==> config.mk <==
export PLATFORM = sky130hd
export DESIGN_NAME = medida_dht11
export DESIGN_NICKNAME = d
export VERILOG_FILES = /design/src/rtl/medida_dht11_pkg.sv /design/src/rtl/gerador_tick_us.sv /design/src/rtl/medida_dht11_fd.sv /design/src/rtl/medida_dht11_uc.sv /design/src/rtl/medida_dht11.sv
export SDC_FILE = /design/constraint.sdc
export NUM_CORES = 1
export LEC_CHECK = 0
export ABC_CLOCK_PERIOD_IN_PS = 5300
export BUFFER_PORTS_ARGS = -buffer_cell sky130_fd_sc_hd__buf_2
export CAP_MARGIN = 10
export CORE_MARGIN = 3
export CORE_UTILIZATION = 55
export CTS_BUF_LIST = sky130_fd_sc_hd__clkbuf_8
export DETAILED_ROUTE_END_ITERATION = 8
export GPL_TIMING_DRIVEN = 0
export PLACE_DENSITY = 0.75
export SKIP_CTS_REPAIR_TIMING = 1
export SKIP_LAST_GASP = 1
export SLEW_MARGIN = 5
export SYNTH_ARGS = -nofsm -noshare
export SYNTH_HDL_FRONTEND = slang
export SYNTH_SLANG_ARGS = --single-unit
export TNS_END_PERCENT = 30
==> constraint.sdc <==
create_clock -name clock -period 5.3 [get_ports clock]
set_input_delay 0.53 -clock clock [delete_from_list [all_inputs] [get_ports clock]]
set_output_delay 0.53 -clock clock [all_outputs]
set_load 0.01 [all_outputs]
==> src/rtl/medida_dht11_pkg.sv <==
// Shared definitions for the DHT11 read block: FSM state encoding, layout of the
// 40-bit sensor frame, default timing constants and the frame checksum helper.
package medida_dht11_pkg;

  // FSM states of the control unit
  typedef enum logic [3:0] {
    Espera,
    StartLow,
    Libera,
    RespLow,
    RespHigh,
    BitLow,
    BitHigh,
    Verifica,
    Pronto,
    Erro
  } estado_t;

  // Default timing (50 MHz clock)
  localparam int unsigned CICLOS_US_PADRAO     = 50;
  localparam int unsigned START_LOW_US_PADRAO  = 18000;
  localparam int unsigned TIMEOUT_US_PADRAO    = 200;
  localparam int unsigned LIMIAR_BIT_US_PADRAO = 50;

  // Frame layout, MSB first on the wire:
  // {hum int, hum dec, temp int, temp dec, checksum}
  localparam int unsigned NUM_BITS     = 40;
  localparam int unsigned BIT_CONT_W   = 6;
  localparam int unsigned HUM_INT_LSB  = 32;
  localparam int unsigned HUM_DEC_LSB  = 24;
  localparam int unsigned TEMP_INT_LSB = 16;
  localparam int unsigned TEMP_DEC_LSB = 8;
  localparam int unsigned SOMA_LSB     = 0;

  // 8-bit wrapping sum of the four data bytes must equal the checksum byte
  function automatic logic soma_confere(input logic [NUM_BITS-1:0] d);
    logic [7:0] soma;
    soma = d[HUM_INT_LSB +: 8] + d[HUM_DEC_LSB +: 8] + d[TEMP_INT_LSB +: 8]
         + d[TEMP_DEC_LSB +: 8];
    return soma == d[SOMA_LSB +: 8];
  endfunction

endpackage

==> src/rtl/gerador_tick_us.sv <==
// Microsecond tick generator.
// Ports:
//   clock  system clock
//   reset  asynchronous, active-high
//   limpa  restarts the count so the next tick lands exactly CICLOS_US cycles later
//   tick   one-cycle pulse every CICLOS_US cycles
module gerador_tick_us #(
  parameter int unsigned CICLOS_US = 50
) (
  input  logic clock,
  input  logic reset,
  input  logic limpa,
  output logic tick
);

  localparam int unsigned LARG = (CICLOS_US > 1) ? $clog2(CICLOS_US) : 1;

  logic [LARG-1:0] cont_q;

  assign tick = (cont_q == LARG'(CICLOS_US - 1));

  always_ff @(posedge clock or posedge reset) begin
    if (reset) begin
      cont_q <= '0;
    end else if (limpa || tick) begin
      cont_q <= '0;
    end else begin
      cont_q <= cont_q + LARG'(1);
    end
  end

endmodule

==> src/rtl/medida_dht11_fd.sv <==
// Datapath of the DHT11 read: input synchroniser and edge detect, us tick, phase
// timer, 40-bit shift register with bit counter, checksum and output registers.
// Ports:
//   clock, reset              system clock, asynchronous active-high reset
//   dht_in                    raw bus line (asynchronous)
//   limpa_fase                clear phase timer and tick divider (state entry)
//   limpa_dados               clear shift register and bit counter (new read)
//   desloca                   shift in one bit measured from the current high phase
//   carrega                   load temperatura/umidade from the received frame
//   sobe, desce               rising / falling edge of the synchronised line
//   fim_start                 start pulse has lasted START_LOW_US
//   estouro                   current phase has lasted TIMEOUT_US
//   ultimo_bit                the bit being shifted now is the 40th
//   soma_ok                   checksum of the received frame matches
//   temperatura, umidade      last valid measurement
module medida_dht11_fd
  import medida_dht11_pkg::*;
#(
  parameter int unsigned CICLOS_US     = CICLOS_US_PADRAO,
  parameter int unsigned START_LOW_US  = START_LOW_US_PADRAO,
  parameter int unsigned TIMEOUT_US    = TIMEOUT_US_PADRAO,
  parameter int unsigned LIMIAR_BIT_US = LIMIAR_BIT_US_PADRAO
) (
  input  logic        clock,
  input  logic        reset,
  input  logic        dht_in,
  input  logic        limpa_fase,
  input  logic        limpa_dados,
  input  logic        desloca,
  input  logic        carrega,
  output logic        sobe,
  output logic        desce,
  output logic        fim_start,
  output logic        estouro,
  output logic        ultimo_bit,
  output logic        soma_ok,
  output logic [15:0] temperatura,
  output logic [15:0] umidade
);

  localparam int unsigned MAIOR_AB = (START_LOW_US > TIMEOUT_US) ? START_LOW_US : TIMEOUT_US;
  localparam int unsigned MAIOR_US = (MAIOR_AB > LIMIAR_BIT_US) ? MAIOR_AB : LIMIAR_BIT_US;
  localparam int unsigned TIMER_W  = $clog2(MAIOR_US + 1);

  logic                  sinc1_q, sinc2_q, ant_q;
  logic                  tick;
  logic [TIMER_W-1:0]    timer_q;
  logic                  bit_val;
  logic [NUM_BITS-1:0]   dados_q;
  logic [BIT_CONT_W-1:0] bit_cont_q;
  logic [15:0]           temp_q, umid_q;

  // Two-flop synchroniser plus one delayed copy for edge detection
  always_ff @(posedge clock or posedge reset) begin
    if (reset) begin
      sinc1_q <= 1'b0;
      sinc2_q <= 1'b0;
      ant_q   <= 1'b0;
    end else begin
      sinc1_q <= dht_in;
      sinc2_q <= sinc1_q;
      ant_q   <= sinc2_q;
    end
  end

  assign sobe  = sinc2_q & ~ant_q;
  assign desce = ~sinc2_q & ant_q;

  // Divider restarts with the timer so phase lengths are exact multiples of 1 us
  gerador_tick_us #(
    .CICLOS_US(CICLOS_US)
  ) u_tick (
    .clock(clock),
    .reset(reset),
    .limpa(limpa_fase),
    .tick (tick)
  );

  // Phase timer in us; free-running (wrapping) in Espera is harmless
  always_ff @(posedge clock or posedge reset) begin
    if (reset) begin
      timer_q <= '0;
    end else if (limpa_fase) begin
      timer_q <= '0;
    end else if (tick) begin
      timer_q <= timer_q + TIMER_W'(1);
    end
  end

  // Fire on the tick that completes the last us of the phase
  assign fim_start = tick && (timer_q == TIMER_W'(START_LOW_US - 1));
  assign estouro   = tick && (timer_q == TIMER_W'(TIMEOUT_US - 1));

  // Bit value from the width of the high phase that is ending now
  assign bit_val = (timer_q > TIMER_W'(LIMIAR_BIT_US));

  always_ff @(posedge clock or posedge reset) begin
    if (reset) begin
      dados_q    <= '0;
      bit_cont_q <= '0;
    end else if (limpa_dados) begin
      dados_q    <= '0;
      bit_cont_q <= '0;
    end else if (desloca) begin
      dados_q    <= {dados_q[NUM_BITS-2:0], bit_val};
      bit_cont_q <= bit_cont_q + BIT_CONT_W'(1);
    end
  end

  assign ultimo_bit = (bit_cont_q == BIT_CONT_W'(NUM_BITS - 1));
  assign soma_ok    = soma_confere(dados_q);

  // Loaded on the Verifica->Pronto edge so new values appear with the pronto pulse
  always_ff @(posedge clock or posedge reset) begin
    if (reset) begin
      temp_q <= '0;
      umid_q <= '0;
    end else if (carrega) begin
      umid_q <= dados_q[HUM_DEC_LSB +: 16];
      temp_q <= dados_q[TEMP_DEC_LSB +: 16];
    end
  end

  assign temperatura = temp_q;
  assign umidade     = umid_q;

endmodule

==> src/rtl/medida_dht11_uc.sv <==
// Control unit of the DHT11 read: sequences start pulse, sensor response, 40 data
// bits, checksum verification and the pronto/erro strobes.
// Ports:
//   clock, reset                 system clock, asynchronous active-high reset
//   medir                        start request (only honoured in Espera)
//   sobe, desce                  edges of the synchronised bus line
//   fim_start, estouro           timing conditions from the datapath
//   ultimo_bit, soma_ok          frame status from the datapath
//   limpa_fase                   state is changing: restart phase timer
//   limpa_dados                  new read: clear shift register
//   desloca, carrega             shift a bit / load outputs
//   dht_drive_low                pull the bus low
//   ocupado, pronto, erro        status outputs
module medida_dht11_uc
  import medida_dht11_pkg::*;
(
  input  logic clock,
  input  logic reset,
  input  logic medir,
  input  logic sobe,
  input  logic desce,
  input  logic fim_start,
  input  logic estouro,
  input  logic ultimo_bit,
  input  logic soma_ok,
  output logic limpa_fase,
  output logic limpa_dados,
  output logic desloca,
  output logic carrega,
  output logic dht_drive_low,
  output logic ocupado,
  output logic pronto,
  output logic erro
);

  estado_t estado_q, estado_d;

  always_ff @(posedge clock or posedge reset) begin
    if (reset) begin
      estado_q <= Espera;
    end else begin
      estado_q <= estado_d;
    end
  end

  always_comb begin
    estado_d      = estado_q;
    limpa_dados   = 1'b0;
    desloca       = 1'b0;
    carrega       = 1'b0;
    dht_drive_low = 1'b0;
    pronto        = 1'b0;
    erro          = 1'b0;

    unique case (estado_q)
      Espera: begin
        if (medir) begin
          estado_d    = StartLow;
          limpa_dados = 1'b1;
        end
      end
      StartLow: begin
        dht_drive_low = 1'b1;
        if (fim_start) estado_d = Libera;
      end
      // The synchronised line still shows our own start pulse for a few cycles
      // after release, so wait for it to go low afresh (a falling edge).
      Libera: begin
        if (desce)        estado_d = RespLow;
        else if (estouro) estado_d = Erro;
      end
      RespLow: begin
        if (sobe)         estado_d = RespHigh;
        else if (estouro) estado_d = Erro;
      end
      RespHigh: begin
        if (desce)        estado_d = BitLow;
        else if (estouro) estado_d = Erro;
      end
      BitLow: begin
        if (sobe)         estado_d = BitHigh;
        else if (estouro) estado_d = Erro;
      end
      BitHigh: begin
        // A completed bit wins over a timeout landing in the same cycle
        if (desce) begin
          desloca  = 1'b1;
          estado_d = ultimo_bit ? Verifica : BitLow;
        end else if (estouro) begin
          estado_d = Erro;
        end
      end
      Verifica: begin
        if (soma_ok) begin
          carrega  = 1'b1;
          estado_d = Pronto;
        end else begin
          estado_d = Erro;
        end
      end
      Pronto: begin
        pronto   = 1'b1;
        estado_d = Espera;
      end
      Erro: begin
        erro     = 1'b1;
        estado_d = Espera;
      end
      default: estado_d = Espera;
    endcase

    ocupado    = (estado_q != Espera);
    limpa_fase = (estado_d != estado_q);
  end

endmodule

==> src/rtl/medida_dht11.sv <==
// DHT11 single-wire read on request. Returns {int, dec} temperatura/umidade words,
// a one-cycle pronto strobe for a valid read and a one-cycle erro strobe for a
// timeout or checksum failure (previous measurement kept).
// Ports:
//   clock, reset     system clock, asynchronous active-high reset
//   medir            start request, sampled only while idle
//   dht_in           bus line as seen by the FPGA (asynchronous)
//   dht_drive_low    1 = pull bus low through the open-drain buffer, 0 = release
//   temperatura      {temp int, temp dec} of the last valid read
//   umidade          {hum int, hum dec} of the last valid read
//   ocupado          1 while a read is in progress
//   pronto, erro     one-cycle result strobes
module medida_dht11
  import medida_dht11_pkg::*;
#(
  parameter int unsigned CICLOS_US     = CICLOS_US_PADRAO,
  parameter int unsigned START_LOW_US  = START_LOW_US_PADRAO,
  parameter int unsigned TIMEOUT_US    = TIMEOUT_US_PADRAO,
  parameter int unsigned LIMIAR_BIT_US = LIMIAR_BIT_US_PADRAO
) (
  input  logic        clock,
  input  logic        reset,
  input  logic        medir,
  input  logic        dht_in,
  output logic        dht_drive_low,
  output logic [15:0] temperatura,
  output logic [15:0] umidade,
  output logic        ocupado,
  output logic        pronto,
  output logic        erro
);

  logic sobe, desce, fim_start, estouro, ultimo_bit, soma_ok;
  logic limpa_fase, limpa_dados, desloca, carrega;

  medida_dht11_fd #(
    .CICLOS_US    (CICLOS_US),
    .START_LOW_US (START_LOW_US),
    .TIMEOUT_US   (TIMEOUT_US),
    .LIMIAR_BIT_US(LIMIAR_BIT_US)
  ) u_fd (
    .clock      (clock),
    .reset      (reset),
    .dht_in     (dht_in),
    .limpa_fase (limpa_fase),
    .limpa_dados(limpa_dados),
    .desloca    (desloca),
    .carrega    (carrega),
    .sobe       (sobe),
    .desce      (desce),
    .fim_start  (fim_start),
    .estouro    (estouro),
    .ultimo_bit (ultimo_bit),
    .soma_ok    (soma_ok),
    .temperatura(temperatura),
    .umidade    (umidade)
  );

  medida_dht11_uc u_uc (
    .clock        (clock),
    .reset        (reset),
    .medir        (medir),
    .sobe         (sobe),
    .desce        (desce),
    .fim_start    (fim_start),
    .estouro      (estouro),
    .ultimo_bit   (ultimo_bit),
    .soma_ok      (soma_ok),
    .limpa_fase   (limpa_fase),
    .limpa_dados  (limpa_dados),
    .desloca      (desloca),
    .carrega      (carrega),
    .dht_drive_low(dht_drive_low),
    .ocupado      (ocupado),
    .pronto       (pronto),
    .erro         (erro)
  );

endmodule
* Word level (Yosys, flattened, before mapping)
Index checks and enable logic that the tools add are counted.
** Operators by class
- Mux-type cells :: 27
- Order comparisons :: 1
- Add/sub/neg operators :: 6
- Reductions and logical operators :: 7
- Eq/ne operators :: 15
- Bitwise gates (word level) :: 4
** Operator list (number)
- two-way mux 40 bit :: 2
- two-way mux 4 bit :: 8
- one-hot mux 4 bit (8 select lines) :: 1
- two-way mux 15 bit :: 2
- adder 8 bit :: 3
- two-way mux 6 bit :: 3
- equality test 4 x 3 -> 1 bit (second input constant) :: 4
- adder 15 x 1 -> 15 bit (second input constant) :: 1
- equality test 15 bit (second input constant) :: 1
- equality test 15 x 8 -> 1 bit (second input constant) :: 1
- > comparator 15 x 6 -> 1 bit (second input constant) :: 1
- adder 6 x 1 -> 6 bit (second input constant) :: 2
- equality test 6 bit (second input constant) :: 2
- two-way mux 1 bit :: 10
- equality test 4 x 2 -> 1 bit (second input constant) :: 2
- equality test 4 bit (second input constant) :: 2
- equality test 8 bit :: 1
- equality test 4 x 1 -> 1 bit (second input constant) :: 1
- logical NOT 4 bit :: 1
- != test 4 bit :: 1
- nonzero test 2 bit :: 2
- nonzero test 4 bit :: 1
- AND 1 bit :: 2
- logical AND 1 bit :: 2
- 3 further kinds :: 4
** Word-level totals
- Word-level logic and storage cells :: 70
- Input port bits :: 4
- Output and inout port bits :: 36
- Flip-flop bits (word level) :: 106

* Longest topological paths before layout
Gate-level depths: netlist (run 1).
- Depth in word-level cells :: 9
- Gate-level depth with buffers :: 13
- Mapped depth without buffers :: 12

* Modules after synthesis
From an unflattened synthesis (run 1), not the netlist that was laid out.
** Second synthesis, totals
- Cell total of the unflattened synthesis :: 469
- Area total of the unflattened synthesis :: 5342.6 µm²
** Modules (own cells, without submodules)
- medida_dht11_fd :: times used 1, seq. area each 2402.3 µm², area an instance 4584.4 µm², cells an instance 383
- medida_dht11_uc :: times used 1, seq. area each 100.1 µm², area an instance 471.7 µm², cells an instance 59
- gerador_tick_us :: times used 1, seq. area each 150.1 µm², area an instance 286.5 µm², cells an instance 27

* Worst setup path after synthesis (run 1)
OpenSTA, ideal clock, no wires.
- Kind :: register to register
- Start :: register u_fd.dados_q[9]
- End :: register u_fd.umid_q[10] (netlist: u_fd.umidade[10])
- Path slack :: 1.536 ns
- Library setup time :: 0.125 ns
- Clock period less this slack :: 3.764 ns
- Path buffers :: 1
- Arrival :: 3.639 ns
- Stages on the path, launching flop included :: 14
- Required time :: 5.175 ns
- Path through :: dfrtp_1 -> fa_1 -> inv_1 -> fa_1 -> inv_1 -> ha_1 -> fa_1 -> a21o_1 -> a21oi_1 -> o21ai_0 -> xnor2_1 -> nor4_4 -> buf_6 -> mux2_2
** On the way
- Word-level cells in the longest chain between the ends :: 4
** Ends and longest elaborated chain
- start, declared :: line medida_dht11_fd.sv:49 : logic [NUM_BITS-1:0] dados_q;
- start signal, assigned :: line medida_dht11_fd.sv:105 : dados_q <= {dados_q[NUM_BITS-2:0], bit_val};
- adder 8 bit :: line medida_dht11_pkg.sv:39 : + d[TEMP_DEC_LSB +: 8];
- equality test 8 bit :: line medida_dht11_pkg.sv:40 : return soma == d[SOMA_LSB +: 8];
- two-way mux 1 bit :: line medida_dht11_uc.sv:94 : if (soma_ok) begin
- two-way mux 1 bit :: line medida_dht11_uc.sv:55 : unique case (estado_q)
- end signal, assigned :: line medida_dht11_fd.sv:119 : umid_q <= dados_q[HUM_DEC_LSB +: 16];
- end, declared :: line medida_dht11_fd.sv:51 : logic [15:0] temp_q, umid_q;
Every way passes these cells.
A chain may end at the register's enable or synchronous reset.

* Final worst setup path (run 1)
- Start :: register u_fd.dados_q[9]
- End :: register u_fd.temp_q[13] (netlist: u_fd.temperatura[13])
** On the way
- Word-level cells in the longest chain between the ends :: 4
** Ends and longest elaborated chain
- adder 8 bit :: line medida_dht11_pkg.sv:39
- equality test 8 bit :: line medida_dht11_pkg.sv:40
- two-way mux 1 bit :: line medida_dht11_uc.sv:94
- two-way mux 1 bit :: line medida_dht11_uc.sv:55
- end signal, assigned :: line medida_dht11_fd.sv:120 : temp_q <= dados_q[TEMP_DEC_LSB +: 16];
- end, declared :: line medida_dht11_fd.sv:51
Every way passes these cells.

==> impl_metrics.env, run 1 <==
export IMPL_cts_reportedPaths_clkPinSlew_ns=0.11
export IMPL_synth_top_area_cell="dfrtp_1"
export IMPL_synth_net_count=451
export IMPL_slowest_stage="nor4_4"
export IMPL_critPathMaxFanout=10
export IMPL_die_area_um2=10500
export IMPL_first_pass_iters=4
export IMPL_syn_inst=421
export IMPL_power_frac_seq_pct=61.4
export IMPL_first_global_vias=3140
export IMPL_cp_start_kind="register"
export IMPL_regToRegSetupSlack_ns=1.02
export IMPL_skew_ns=0.0134
export IMPL_yosys_top_cells_area="dfrtp_1 (52%), mux2_2 (7.0%), a22o_1 (7.0%), fa_1 (5.5%), xor2_1 (3.8%)"
export IMPL_synthArstFlopShare_pct=100
export IMPL_place_congestion=0.840
export IMPL_status="completed"
export IMPL_cts_tree="built"
export IMPL_worst_r2r_startpoint="u_fd.dados_q[9]$_DFFE_PP0P_"
export IMPL_cp_end_kind="register"
export IMPL_setup_viol=0
export IMPL_peakVddDrop_mv=0.187
export IMPL_final_nets=502
export IMPL_final_fill_count=688
export IMPL_viasPerCell=5.65
export IMPL_rsz0062_at_grt="no"
export IMPL_clk_insertion_delay_late_ns=0.37
export IMPL_synth_top_area_share_pct=51.6
export IMPL_ys_types=49
export IMPL_post_place_ws_ns=1.05
export IMPL_arrival_ns=4.53
export IMPL_hold_class="input pin to async pin"
export IMPL_use_met1_pct=29.3
export IMPL_synth_fa_ha_area_share_pct=8.38
export IMPL_grt_max_degree=58
export IMPL_dp_hpwl_um=6760
export IMPL_die_x_um=103
export IMPL_design_core_area_um2=8890
export IMPL_clockBufferDepth=2
export IMPL_p_leak_nw=2.87
export IMPL_num_rows=34
export IMPL_antenna_left=0
export IMPL_fin_ws_ns=1.02
export IMPL_grt_use_met3_pct=4.40
export IMPL_fin_setup_tns_ns=0
export IMPL_cts_sinks=106
export IMPL_clkPwrFrac_pct=36.9
export IMPL_n_antenna_cell=0
export IMPL_reg2reg_depth=13
export IMPL_power_density_nw_per_um2=232
export IMPL_synth_compound_area_share_pct=10.9
export IMPL_drt_total_wl_um=9410
export IMPL_clock_root_buffer="clkbuf_8"
export IMPL_critPathKind="register to register"
export IMPL_start_util_pct=57.8
export IMPL_fmax_mhz=234
export IMPL_synth_top_family_by_area="simple AND/OR/NAND/NOR gates"
export IMPL_antenna_found_initial=0
export IMPL_path_delay_family="adder cells"
export IMPL_synth_simple_gate_area_share_pct=12.2
export IMPL_busiest_layer="met1"
export IMPL_drc_errors=0
export IMPL_synth_seq_cells=106
export IMPL_final_common_cell="dfrtp_1"
export IMPL_finalHoldViolCount=0
export IMPL_synth_edff_count=0
export IMPL_comb_power_share_pct=1.6
export IMPL_vias=3304
export IMPL_numPortBuffers=39
export IMPL_synth_xor_area_share_pct=6.48
export IMPL_maxCapViolCount=0
export IMPL_htree_num_levels=3
export IMPL_swShare_pct=23.6
export IMPL_first_iter_violations=174
export IMPL_slew_headroom_pct=54.1
export IMPL_netSwitchingPower_mw=0.311
export IMPL_critPathRequiredTime_ns=5.56
export IMPL_reg2reg_to="u_fd.temperatura[13]$_DFFE_PP0P_"
export IMPL_finalCritPeriodShare_pct=80.7
export IMPL_synth_avg_cell_area_um2=12.2
export IMPL_grt_use_total_pct=19.5
export IMPL_crit_buf_inv=3
export IMPL_worstPathCellList="fa_1 -> inv_1 -> fa_1 -> inv_1 -> ha_1 -> fa_1 -> a21o_1 -> a21oi_1 -> o21ai_0 -> xnor2_1 -> nor4_4 -> buf_6 -> mux2_2"
export IMPL_syn_to_final_growth_pct=10.8
export IMPL_yosysSeqAreaShare_pct=51.6
export IMPL_numCtsBuffers=9
export IMPL_routedWlPerCell_um=16.1
export IMPL_synth_ff_type="dfrtp_1"
export IMPL_finalMaxSlewViolations=0
export IMPL_overflow=0
export IMPL_syn_area_um2=5140
export IMPL_drive_above_1_share_pct=22.9
export IMPL_grt_pass1_wl_um=15900
export IMPL_slowest_delay_ns=0.59
export IMPL_layout_common_cells="dfrtp_1 (106), a22o_1 (41), buf_2 (40), nor2_1 (35), mux2_2 (32)"
export IMPL_timing_final_crit_period_ns=4.28
export IMPL_io_pins=40
export IMPL_p_int_mw=1.01
export IMPL_yosysWarnings=0
export IMPL_dieHeight_um=103
export IMPL_use_met2_pct=28.8
export IMPL_tightestPinTransition_ns=0.684
export IMPL_cp_common_cell="fa_1"
export IMPL_synthMuxAreaShare_pct=7.24
==> layout make-up <==
| class | instances | area [um2] | area share, % |
|---|---|---|---|
| Tap cell | 108 | 135 | 2.37 |
| Clock inverter | 6 | 56.3 | 0.989 |
| Clock buffer | 10 | 138 | 2.42 |
| Buffer | 19 | 110 | 1.93 |
| Inverter | 15 | 58.8 | 1.03 |
| Timing Repair Buffer | 40 | 223 | 3.91 |
| Sequential cell | 106 | 2650 | 46.6 |
| Multi-Input combinational cell | 281 | 2320 | 40.7 |
==> cell families after synthesis <==
kind of cell,Yosys count
AO/OA/AOI/OAI,69
XOR/XNOR,38
adder cells (fa/ha/maj),26
buffers and inverters,34
flip-flops,106
multiplexers,33
AND/OR/NAND/NOR,115
==> per-layer routing <==
layer  vias to the layer above  routed length (um)
li1                       1589                   -
met1                      1654                4630
met2                        51                4350
met3                        10                 299
met4                         0                 127
met5                         -                   0
==> Yosys cell counts (2+ instances only) <==
cell type,count
nor2_1,35
or2_2,2
nand3_1,10
and2_1,3
inv_1,15
or3_1,3
clkbuf_1,12
nor3_2,6
xor2_1,22
a22o_1,41
a21o_1,2
ha_1,12
a21oi_1,7
dfrtp_1,106
nand2b_1,7
mux2_2,32
o211ai_1,2
fa_1,14
buf_6,4
xnor2_1,16
nand3b_1,2
nor3_1,6
nand2_1,18
nor4_1,2
buf_4,2
and3_1,7
o21ai_0,6
nand4_1,6
==> state kept, by name, summed over array words and instances (netlist names) <==
name / cells
u_fd.dados_q: 40
u_fd.sinc2_q: 1
u_fd.temperatura: 16
u_fd.ant_q: 1
u_fd.bit_cont_q: 6
u_fd.umidade: 16
u_fd.timer_q: 15
u_fd.u_tick.cont_q: 6
u_fd.sinc1_q: 1
u_uc.estado_q: 4
==> worst max-delay path by stage <==
stage                                  endpoint                        start  depth (start not counted)  slack, ns
6_report       u_fd.temperatura[13]$_DFFE_PP0P_  u_fd.dados_q[9]$_DFFE_PP0P_                         13       1.02
5_1_grt        u_fd.temperatura[13]$_DFFE_PP0P_  u_fd.dados_q[9]$_DFFE_PP0P_                         13       0.87
4_1_cts             u_fd.umidade[7]$_DFFE_PP0P_  u_fd.dados_q[9]$_DFFE_PP0P_                         13       1.02
3_5_place_dp        u_fd.umidade[7]$_DFFE_PP0P_  u_fd.dados_q[9]$_DFFE_PP0P_                         13       1.05
3_3_place_gp       u_fd.umidade[12]$_DFFE_PP0P_                        reset                          2       0.91
2_1_floorplan      u_fd.umidade[10]$_DFFE_PP0P_  u_fd.dados_q[9]$_DFFE_PP0P_                         13       1.54
==> worst register-to-register path, delay by kind of cell (launching register included) <==
family / cells / cell delay (ns)
AND/OR/NAND/NOR: 1 / 0.59
adder cells (fa/ha/maj): 4 / 1.69
AO/OA/AOI/OAI: 3 / 0.54
buffers and inverters: 3 / 0.35
flip-flops: 1 / 0.47
multiplexers: 1 / 0.34
XOR/XNOR: 1 / 0.18
==> power groups by stage <==
| stage | clock network, mW | registers, mW | logic, mW |
|---|---|---|---|
| floorplan | 0 | 0.826 | 0.0140 |
| global placement | 0 | 0.826 | 0.0193 |
| detailed placement | 0 | 0.826 | 0.0233 |
| CTS | 0.504 | 0.810 | 0.0232 |
| global route | 0.533 | 0.810 | 0.0258 |
| finish | 0.487 | 0.810 | 0.0216 |
==> through the flow <==
step                      std cells  area (um2)  utilization (%)  hold WS, ns  total power [mW]
after floorplan                 421        5140                -        0.331             0.840
after global placement          568        5470             61.5        0.333             0.845
after detailed placement        569        5500             61.8        0.365             0.849
after CTS                       585        5690             64.0        0.254              1.34
after global routing            585        5690             64.0        0.265              1.37
final                           585        5690             64.0        0.247              1.32
No activity file was read; power rests on OpenSTA's default activity.
==> run 2: changes to the inputs <==
ABC_CLOCK_PERIOD_IN_PS = 4000   (was 5300)
clock period = 4 ns   (was 5.3 ns; I/O delays follow)
==> run 2 against run 1 <==
Against the previous run: via count stayed put; total power is 32% higher; first-iteration DRC count is 3.4% higher; critical path depth is 1 higher; worst setup slack worse by 0.90 ns; sequential cell count stayed put; sequential power is 32% higher; sequential share of layout area is 0.36 points lower; clock power is 32% higher; global-route usage stayed put; register-to-register slack worse by 0.90 ns; critical path type unchanged; largest cell class unchanged; largest power group unchanged; highest routed layer unchanged.
==> impl_metrics.env, run 2 (synthesis gave the netlist of run 1 again) <==
export IMPL_antenna_left=0
export IMPL_die_area_um2=10500
export IMPL_routedWlPerCell_um=16.2
export IMPL_power_density_nw_per_um2=304
export IMPL_critPathMaxFanout=10
export IMPL_skew_ns=0.0139
export IMPL_first_iter_violations=180
export IMPL_clock_root_buffer="clkbuf_8"
export IMPL_largest_register="u_fd.dados_q"
export IMPL_drive_above_1_share_pct=24.3
export IMPL_finalMaxSlewViolations=0
export IMPL_tightestPinTransition_ns=0.717
export IMPL_p_leak_nw=2.89
export IMPL_maxCapViolCount=0
export IMPL_setup_viol=0
export IMPL_critPathRequiredTime_ns=4.26
export IMPL_io_pins=40
export IMPL_peakVddDrop_mv=0.248
export IMPL_regToRegSetupSlack_ns=0.12
export IMPL_syn_to_final_growth_pct=11.7
export IMPL_dieHeight_um=103
export IMPL_final_nets=506
export IMPL_rsz0062_at_grt="no"
export IMPL_place_congestion=0.840
export IMPL_numPortBuffers=39
export IMPL_layout_common_cells="dfrtp_1 (105), a22o_1 (41), buf_2 (40), nor2_1 (35), mux2_2 (32)"
export IMPL_cp_end_kind="register"
export IMPL_clockBufferDepth=2
export IMPL_dp_hpwl_um=6760
export IMPL_htree_num_levels=3
export IMPL_reg2reg_depth=14
export IMPL_cts_sinks=106
export IMPL_final_cell_area_um2=5740
export IMPL_overflow=0
export IMPL_viasPerCell=5.61
export IMPL_critPathKind="register to register"
export IMPL_slew_headroom_pct=51.9
export IMPL_grt_pass1_wl_um=15900
export IMPL_arrival_ns=4.14
export IMPL_fmax_mhz=258
export IMPL_final_fill_count=679
export IMPL_final_common_cell="dfrtp_1"
export IMPL_n_antenna_cell=0
export IMPL_start_util_pct=57.8
export IMPL_die_x_um=103
export IMPL_grt_max_degree=58
export IMPL_dp_cells=569
export IMPL_status="completed"
export IMPL_hold_class="input pin to async pin"
export IMPL_cts_reportedPaths_clkPinSlew_ns=0.11
export IMPL_drt_total_wl_um=9520
export IMPL_finalCritPeriodShare_pct=97.1
export IMPL_clk_insertion_delay_late_ns=0.37
export IMPL_post_route_util_pct=64.5
export IMPL_timing_final_crit_period_ns=3.88
export IMPL_largest_register_ffs=40
export IMPL_cts_tree="built"
export IMPL_drc_errors=0
export IMPL_numCtsBuffers=9
export IMPL_grt_use_total_pct=19.5
export IMPL_fin_cells=589
export IMPL_finalHoldViolCount=0
export IMPL_antenna_found_initial=0
export IMPL_num_rows=34
export IMPL_cp_start_kind="register"
export IMPL_first_pass_iters=4
export IMPL_dpl_cell_area_um2=5500
export IMPL_vias=3304
export IMPL_first_global_vias=3140
export IMPL_design_core_area_um2=8890
==> run 2: cell count changes in the layout (fill, tap and decap cells not counted), sizes merged <==
cell	change
buf	+4
==> run 2: metal layers <==
| layer | vias up | GRT usage, % | share of wire [%] |
|---|---|---|---|
| met2 | 44 | 28.8 | 47 |
| met5 | - | 0 | 0 |
| li1 | 1591 | - | - |
| met1 | 1661 | 29.3 | 49 |
| met3 | 8 | 4.40 | 2.8 |
| met4 | 0 | 4.74 | 0.89 |
==> run 2: layout make-up <==
type / count / area [um2] / share of cell area [%]
Sequential cell: 106 / 2650 / 46.2
Multi-Input combinational cell: 281 / 2330 / 40.6
Timing Repair Buffer: 44 / 256 / 4.47
Clock buffer: 10 / 138 / 2.40
Tap cell: 108 / 135 / 2.36
Buffer: 19 / 110 / 1.92
Inverter: 15 / 58.8 / 1.02
Clock inverter: 6 / 56.3 / 0.981
==> run 2: worst max-delay path: stages, from the launching register on <==
cell and delay (ns):
dfrtp_2 0.44, fa_1 0.53, inv_1 0.07, fa_1 0.51
inv_1 0.04, ha_1 0.22, fa_2 0.36, a21o_1 0.17
a21oi_2 0.16, o21ai_1 0.11, xnor2_1 0.17, nor4_4 0.29
buf_6 0.18, buf_6 0.15, mux2_2 0.34
==> run 2: final timing paths <==
kind                                              from                          endpoint
max                        u_fd.dados_q[9]$_DFFE_PP0P_  u_fd.temperatura[13]$_DFFE_PP0P_
min                                              reset      u_fd.umidade[15]$_DFFE_PP0P_
max reg2reg                u_fd.dados_q[9]$_DFFE_PP0P_  u_fd.temperatura[13]$_DFFE_PP0P_
min reg2reg                     u_fd.sinc1_q$_DFF_PP0_            u_fd.sinc2_q$_DFF_PP0_
max in group asynchronous                        reset      u_fd.umidade[10]$_DFFE_PP0P_
min in group clock                              dht_in            u_fd.sinc1_q$_DFF_PP0_
==> run 2: power by group <==
group,leakage [nW],internal (mW),switching (mW)
Sequential,1.43,1.07,0.00102
Combinational,1.36,0.00537,0.0232
Clock,0.0973,0.258,0.387
Total,2.89,1.34,0.411
==> run 2: per-stage QoR <==
| stage | setup TNS (ns) | setup WS [ns] | power, mW | hold slack, ns |
|---|---|---|---|---|
| 5_1_grt | 0 | 0.00358 | 1.81 | 0.135 |
| 3_3_place_gp | -32.53 | -0.258 | 1.12 | 0.333 |
| 4_1_cts | -8.20 | -0.281 | 1.77 | 0.124 |
| 3_5_place_dp | -7.20 | -0.246 | 1.13 | 0.365 |
| 6_report | 0 | 0.118 | 1.75 | 0.116 |
| 2_1_floorplan | 0 | 0.236 | 1.11 | 0.331 |
